`config.mk`:
```
export PLATFORM = sky130hd
export DESIGN_NAME = hamming_seq
export DESIGN_NICKNAME = d
export VERILOG_FILES = /design/src/rtl/hamming_seq.sv
export SDC_FILE = /design/constraint.sdc
export NUM_CORES = 1
export LEC_CHECK = 0
export CAP_MARGIN = 10
export CORE_ASPECT_RATIO = 0.9
export CORE_MARGIN = 2
export CORE_UTILIZATION = 44
export CTS_BUF_LIST = sky130_fd_sc_hd__clkbuf_16
export DETAILED_ROUTE_END_ITERATION = 8
export PLACE_DENSITY = 0.74
export SLEW_MARGIN = 15
export SYNTH_ARGS = -nofsm -noshare
export SYNTH_HDL_FRONTEND = slang
export SYNTH_SLANG_ARGS = --single-unit
```
`constraint.sdc`:
```
create_clock -name clk -period 1.84 [get_ports clk]
set_input_delay 0.184 -clock clk [delete_from_list [all_inputs] [get_ports clk]]
set_output_delay 0.184 -clock clk [all_outputs]
set_load 0.01 [all_outputs]
```
`src/rtl/hamming_seq.sv`:
```
// SECDED Hamming encode sequencer: reads NUM_MSG 11-bit messages, writes 16-bit codewords; 5 cycles per message.
// Owns the memory port while busy; start is honoured only in IDLE, no backpressure from memory.
module hamming_seq #(
    parameter int NUM_MSG  = 15,
    parameter int SRC_BASE = 0,
    parameter int DST_BASE = 30,
    parameter int AW       = 8
) (
    input  logic          clk,
    input  logic          reset,
    input  logic          start,
    output logic [AW-1:0] mem_addr,
    input  logic [7:0]    mem_rd_data,
    output logic          mem_wr_en,
    output logic [7:0]    mem_wr_data,
    output logic          busy,
    output logic          done,
    output logic [3:0]    msg_idx
);

    localparam logic [2:0] S_IDLE  = 3'd0;
    localparam logic [2:0] S_RD_LO = 3'd1;
    localparam logic [2:0] S_RD_HI = 3'd2;
    localparam logic [2:0] S_CAP   = 3'd3;
    localparam logic [2:0] S_WR_LO = 3'd4;
    localparam logic [2:0] S_WR_HI = 3'd5;
    localparam logic [2:0] S_FIN   = 3'd6;

    localparam logic [3:0] LAST_IDX = 4'((NUM_MSG > 0) ? (NUM_MSG - 1) : 0);

    logic [2:0] state_q, state_d;
    logic       busy_q, busy_d;
    logic       done_q, done_d;
    logic [3:0] idx_q, idx_d;
    logic [7:0] dlo_q, dlo_d;
    logic [2:0] dhi_q, dhi_d;

    logic [11:1]   d;
    logic          p8, p4, p2, p1, p0;
    logic [7:0]    cw_lo, cw_hi;
    logic [AW-1:0] idx_off, src_lo, dst_lo;

    assign d  = {dhi_q, dlo_q};
    assign p8 = ^d[11:5];
    assign p4 = ^{d[11:8], d[4:2]};
    assign p2 = ^{d[11:10], d[7:6], d[4:3], d[1]};
    assign p1 = ^{d[11], d[9], d[7], d[5], d[4], d[2], d[1]};
    assign p0 = ^{d, p8, p4, p2, p1};

    assign cw_hi = {d[11:5], p8};
    assign cw_lo = {d[4:2], p4, d[1], p2, p1, p0};

    // Byte addresses wrap modulo 2^AW by construction of the AW-wide adders.
    assign idx_off = AW'({idx_q, 1'b0});
    assign src_lo  = AW'(SRC_BASE) + idx_off;
    assign dst_lo  = AW'(DST_BASE) + idx_off;

    always_comb begin
        state_d = state_q;
        busy_d  = busy_q;
        done_d  = done_q;
        idx_d   = idx_q;
        dlo_d   = dlo_q;
        dhi_d   = dhi_q;
        case (state_q)
            S_IDLE: begin
                if (start) begin
                    done_d  = 1'b0;
                    idx_d   = 4'd0;
                    busy_d  = 1'b1;
                    state_d = (NUM_MSG == 0) ? S_FIN : S_RD_LO;
                end
            end
            S_RD_LO: state_d = S_RD_HI;
            S_RD_HI: begin
                dlo_d   = mem_rd_data;
                state_d = S_CAP;
            end
            S_CAP: begin
                dhi_d   = mem_rd_data[2:0];
                state_d = S_WR_LO;
            end
            S_WR_LO: state_d = S_WR_HI;
            S_WR_HI: begin
                if (idx_q == LAST_IDX) begin
                    state_d = S_FIN;
                end else begin
                    idx_d   = idx_q + 4'd1;
                    state_d = S_RD_LO;
                end
            end
            S_FIN: begin
                busy_d  = 1'b0;
                done_d  = 1'b1;
                state_d = S_IDLE;
            end
            default: state_d = S_IDLE;
        endcase
    end

    // Memory port is a pure decode of state so reset silences writes without waiting for an edge.
    always_comb begin
        mem_addr    = '0;
        mem_wr_en   = 1'b0;
        mem_wr_data = 8'h00;
        case (state_q)
            S_RD_LO: mem_addr = src_lo;
            S_RD_HI: mem_addr = src_lo + AW'(1);
            S_WR_LO: begin
                mem_addr    = dst_lo;
                mem_wr_en   = 1'b1;
                mem_wr_data = cw_lo;
            end
            S_WR_HI: begin
                mem_addr    = dst_lo + AW'(1);
                mem_wr_en   = 1'b1;
                mem_wr_data = cw_hi;
            end
            default: ;
        endcase
    end

    always_ff @(posedge clk or negedge reset) begin
        if (!reset) begin
            state_q <= S_IDLE;
            busy_q  <= 1'b0;
            done_q  <= 1'b0;
            idx_q   <= 4'd0;
            dlo_q   <= 8'h00;
            dhi_q   <= 3'd0;
        end else begin
            state_q <= state_d;
            busy_q  <= busy_d;
            done_q  <= done_d;
            idx_q   <= idx_d;
            dlo_q   <= dlo_d;
            dhi_q   <= dhi_d;
        end
    end

    assign busy    = busy_q;
    assign done    = done_q;
    assign msg_idx = idx_q;

endmodule

```
==> results.sh <==
export IMPL_grt_pass1_wl_um=6065
export IMPL_drtPass1Iterations=4
export IMPL_crit_buf_inv=2
export IMPL_worst_skew_pair_late_latency_ns=0.26
export IMPL_startpoint_type="flop"
export IMPL_vias=1310
export IMPL_grt_ovfl_total=0
export IMPL_peakVddDrop_mv=1.167
export IMPL_synth_largest_type_area_fraction_pct=36.13
export IMPL_tns_ns=-1.314
export IMPL_gr_usage_met3_pct=3.748
export IMPL_io_buffers=31
export IMPL_timing_fmax_mhz=446.7
export IMPL_ys_warn_count=0
export IMPL_p_per_area_nw_per_um2=2247
export IMPL_syn_area_per_cell_um2=8.657
export IMPL_cts_buffer_depth=2
export IMPL_setup_viol=4
export IMPL_grt_start_max_net_pins=21
export IMPL_netlist_area_um2=1385
export IMPL_met1_usage_pct=29.71
export IMPL_synth_seq_cells=20
export IMPL_clock_sinks=20
export IMPL_crit_chain="xnor3_2 > xnor2_2 > buf_4 > xnor2_2 > nand2_1 > mux2i_1 > buf_2"
export IMPL_gp_congestion=0.8853
export IMPL_layout_setup_ws_ns=-0.3987
export IMPL_root_buffer="clkbuf_16"
export IMPL_floorplan_rows=19
export IMPL_fin_crit_ns=2.239
export IMPL_drc=0
export IMPL_ys_types=34
export IMPL_diodes=0
export IMPL_antenna_found_initial=0
export IMPL_yosys_area_top_type="dfrtp_1"
export IMPL_place_detailed_hpwl_um=2711
export IMPL_worst_path_most_repeated_cell="xnor2_2"
export IMPL_grt_setup_unrepaired="yes"
export IMPL_nets=237
export IMPL_max_stage_delay_ns=0.47
export IMPL_outcome="finished with violations"
export IMPL_arrival_ns=2.05
export IMPL_cts_buffers_inserted=3
export IMPL_ioPinCount=34
export IMPL_fillers=254
export IMPL_fin_crit_sh_pct=121.7
export IMPL_die_h_um=57.23
export IMPL_grt_busiest_layer="met2"
export IMPL_routedWlPerCell_um=13.77
export IMPL_cp_required_ns=1.66
export IMPL_synthArstFlopShare_pct=100.0
export IMPL_cts_clk_slew_worst_paths_ns=0.06
export IMPL_drtAntennaViolNets=0
export IMPL_grt_pass1_vias=1319
export IMPL_ctsHtreeMaxLevel=1
export IMPL_endpoint_kind="primary output"
export IMPL_maxCapViolations=0
export IMPL_fin_worst_skew_ns=0.006727
export IMPL_synth_most_common_cell="nand2_1"
export IMPL_slowest_stage="xnor3_2"
export IMPL_synthToLayoutAreaGrowth_pct=46.61
export IMPL_cts_tree="built"
export IMPL_initial_utilization_pct=45.88
export IMPL_drt_iter0_markers=66
export IMPL_path_delay_family="XOR/XNOR gates"
export IMPL_path_max_fanout=2
export IMPL_synth_area_top_cells="dfrtp_1 (36%), nand2_1 (11%), xnor2_1 (7.6%)"
export IMPL_use_met2_pct=34.50
export IMPL_die_x_um=63.14
export IMPL_vias_per_cell=4.962
export IMPL_holdCritPathClass="input pin to asynchronous set/reset pin"
export IMPL_whs_ns=0.2800
export IMPL_synthFlopType="dfrtp_1"
export IMPL_cts_hold_buffers=0
export IMPL_ys_seq_area_share_pct=36.13
export IMPL_synth_enable_flop_cells=0
export IMPL_ys_top_cells_by_count="nand2_1 (42), dfrtp_1 (20), xnor2_1 (12)"
export IMPL_die_area_um2=3613
export IMPL_finalWirelength_um=3636
export IMPL_hold_viol=0
export IMPL_synth_cells=160
export IMPL_core_um2=3019
export IMPL_path_class="flop to primary output"
export IMPL_failed_checks="setup timing"
export IMPL_p_leak_nw=1.028
export IMPL_grt_usage_pct=21.68
export IMPL_slew_violations=0
export IMPL_layout_drive_gt1_share_pct=28.83
[power breakdown]
| part | internal (mW) | switching [mW] |
|---|---|---|
| Combinational | 1.83 | 1.49 |
| Clock | 0.290 | 0.171 |
| Sequential | 0.620 | 0.161 |
[sequential cells by signal, summed over array words and instances (netlist names)]
| signal | flops |
|---|---|
| state_q | 3 |
| msg_idx | 4 |
| busy | 1 |
| dhi_q | 3 |
| dlo_q | 8 |
| done | 1 |
[cells in the final DEF, fill, tap and decap left out, drive strengths merged, types with 2 or more instances in the layout]
cell,instances
xor2,4
xnor3,2
mux2i,8
clkdlybuf4s50,16
nand2,42
ha,3
xnor2,14
a21oi,6
dlygate4sd2,9
buf,42
inv,5
dfrtp,20
o22ai,2
or2,2
nor3,3
clkbuf,4
nor2,11
a22oi,2
o21ai,7
mux2,3
and2,2
conb,2
or3,2
[metrics by stage]
step / utilization, % / std cells / instance area, um2 / setup WS [ns] / total power, mW
finish: 67.26 / 264 / 2031 / -0.3987 / 4.562
global route: 67.26 / 264 / 2031 / -0.4527 / 4.875
global placement: 64.19 / 257 / 1938 / -0.4729 / 3.818
floorplan: - / 161 / 1393 / 0.0008342 / 2.717
CTS: 66.72 / 263 / 2014 / -0.3940 / 4.470
detailed placement: 64.19 / 257 / 1938 / -0.5398 / 3.888
[timing repair]
action | CTS | global route
gates resized for setup | 33 | 8
buffers inserted | 2 | 1
hold endpoints to repair | 0 | 0
pin swaps | 7 | 4
endpoints found under the setup margin | 15 | 6
[cells by family (layout without fill, tap and decap cells)]
family / after synthesis / in the layout / synth area share, %
AOI/OAI and AO/OA: 20 / 20 / 8.491
xor gates and xnor gates: 20 / 20 / 15.81
adders and majority gates: 3 / 3 / 2.710
buffers and inverters: 17 / 78 / 7.137
DFF: 20 / 20 / 36.13
muxes: 11 / 11 / 8.220
other: 1 / 2 / 0.2707
and+or+nand+nor: 68 / 68 / 21.23
[metal layers]
| layer | up-vias | routed length [um] |
|---|---|---|
| met5 | - | 0 |
| met4 | 0 | 72 |
| met3 | 10 | 190 |
| met2 | 40 | 1677 |
| met1 | 615 | 1696 |
| li1 | 645 | - |
[path summary, 6_finish.rpt]
kind	start	end	slack, ns	cells past startpoint
setup / recovery	dlo_q[2]	mem_wr_data[2]	-0.40	7
hold / removal	reset	dlo_q[5]	0.28	2
setup reg to reg	state_q[1]	msg_idx[3]	0.22	6
hold reg to reg	done	done	0.58	2
max in group asynchronous	reset	msg_idx[0]	1.33	2
min in group clk	mem_rd_data[4]	dlo_q[4]	0.45	3
[final cells by class]
class,count,area [um2],share of cell area (%)
Clock buffer,3,75.07,3.697
Clock inverter,1,3.754,0.1848
Inverter,5,18.77,0.9242
Multi-Input combinational cell,124,822.0,40.48
Sequential cell,20,500.5,24.65
Tap cell,42,52.55,2.588
Timing Repair Buffer,69,558.0,27.48
No activity file was read; power rests on OpenSTA's default activity.
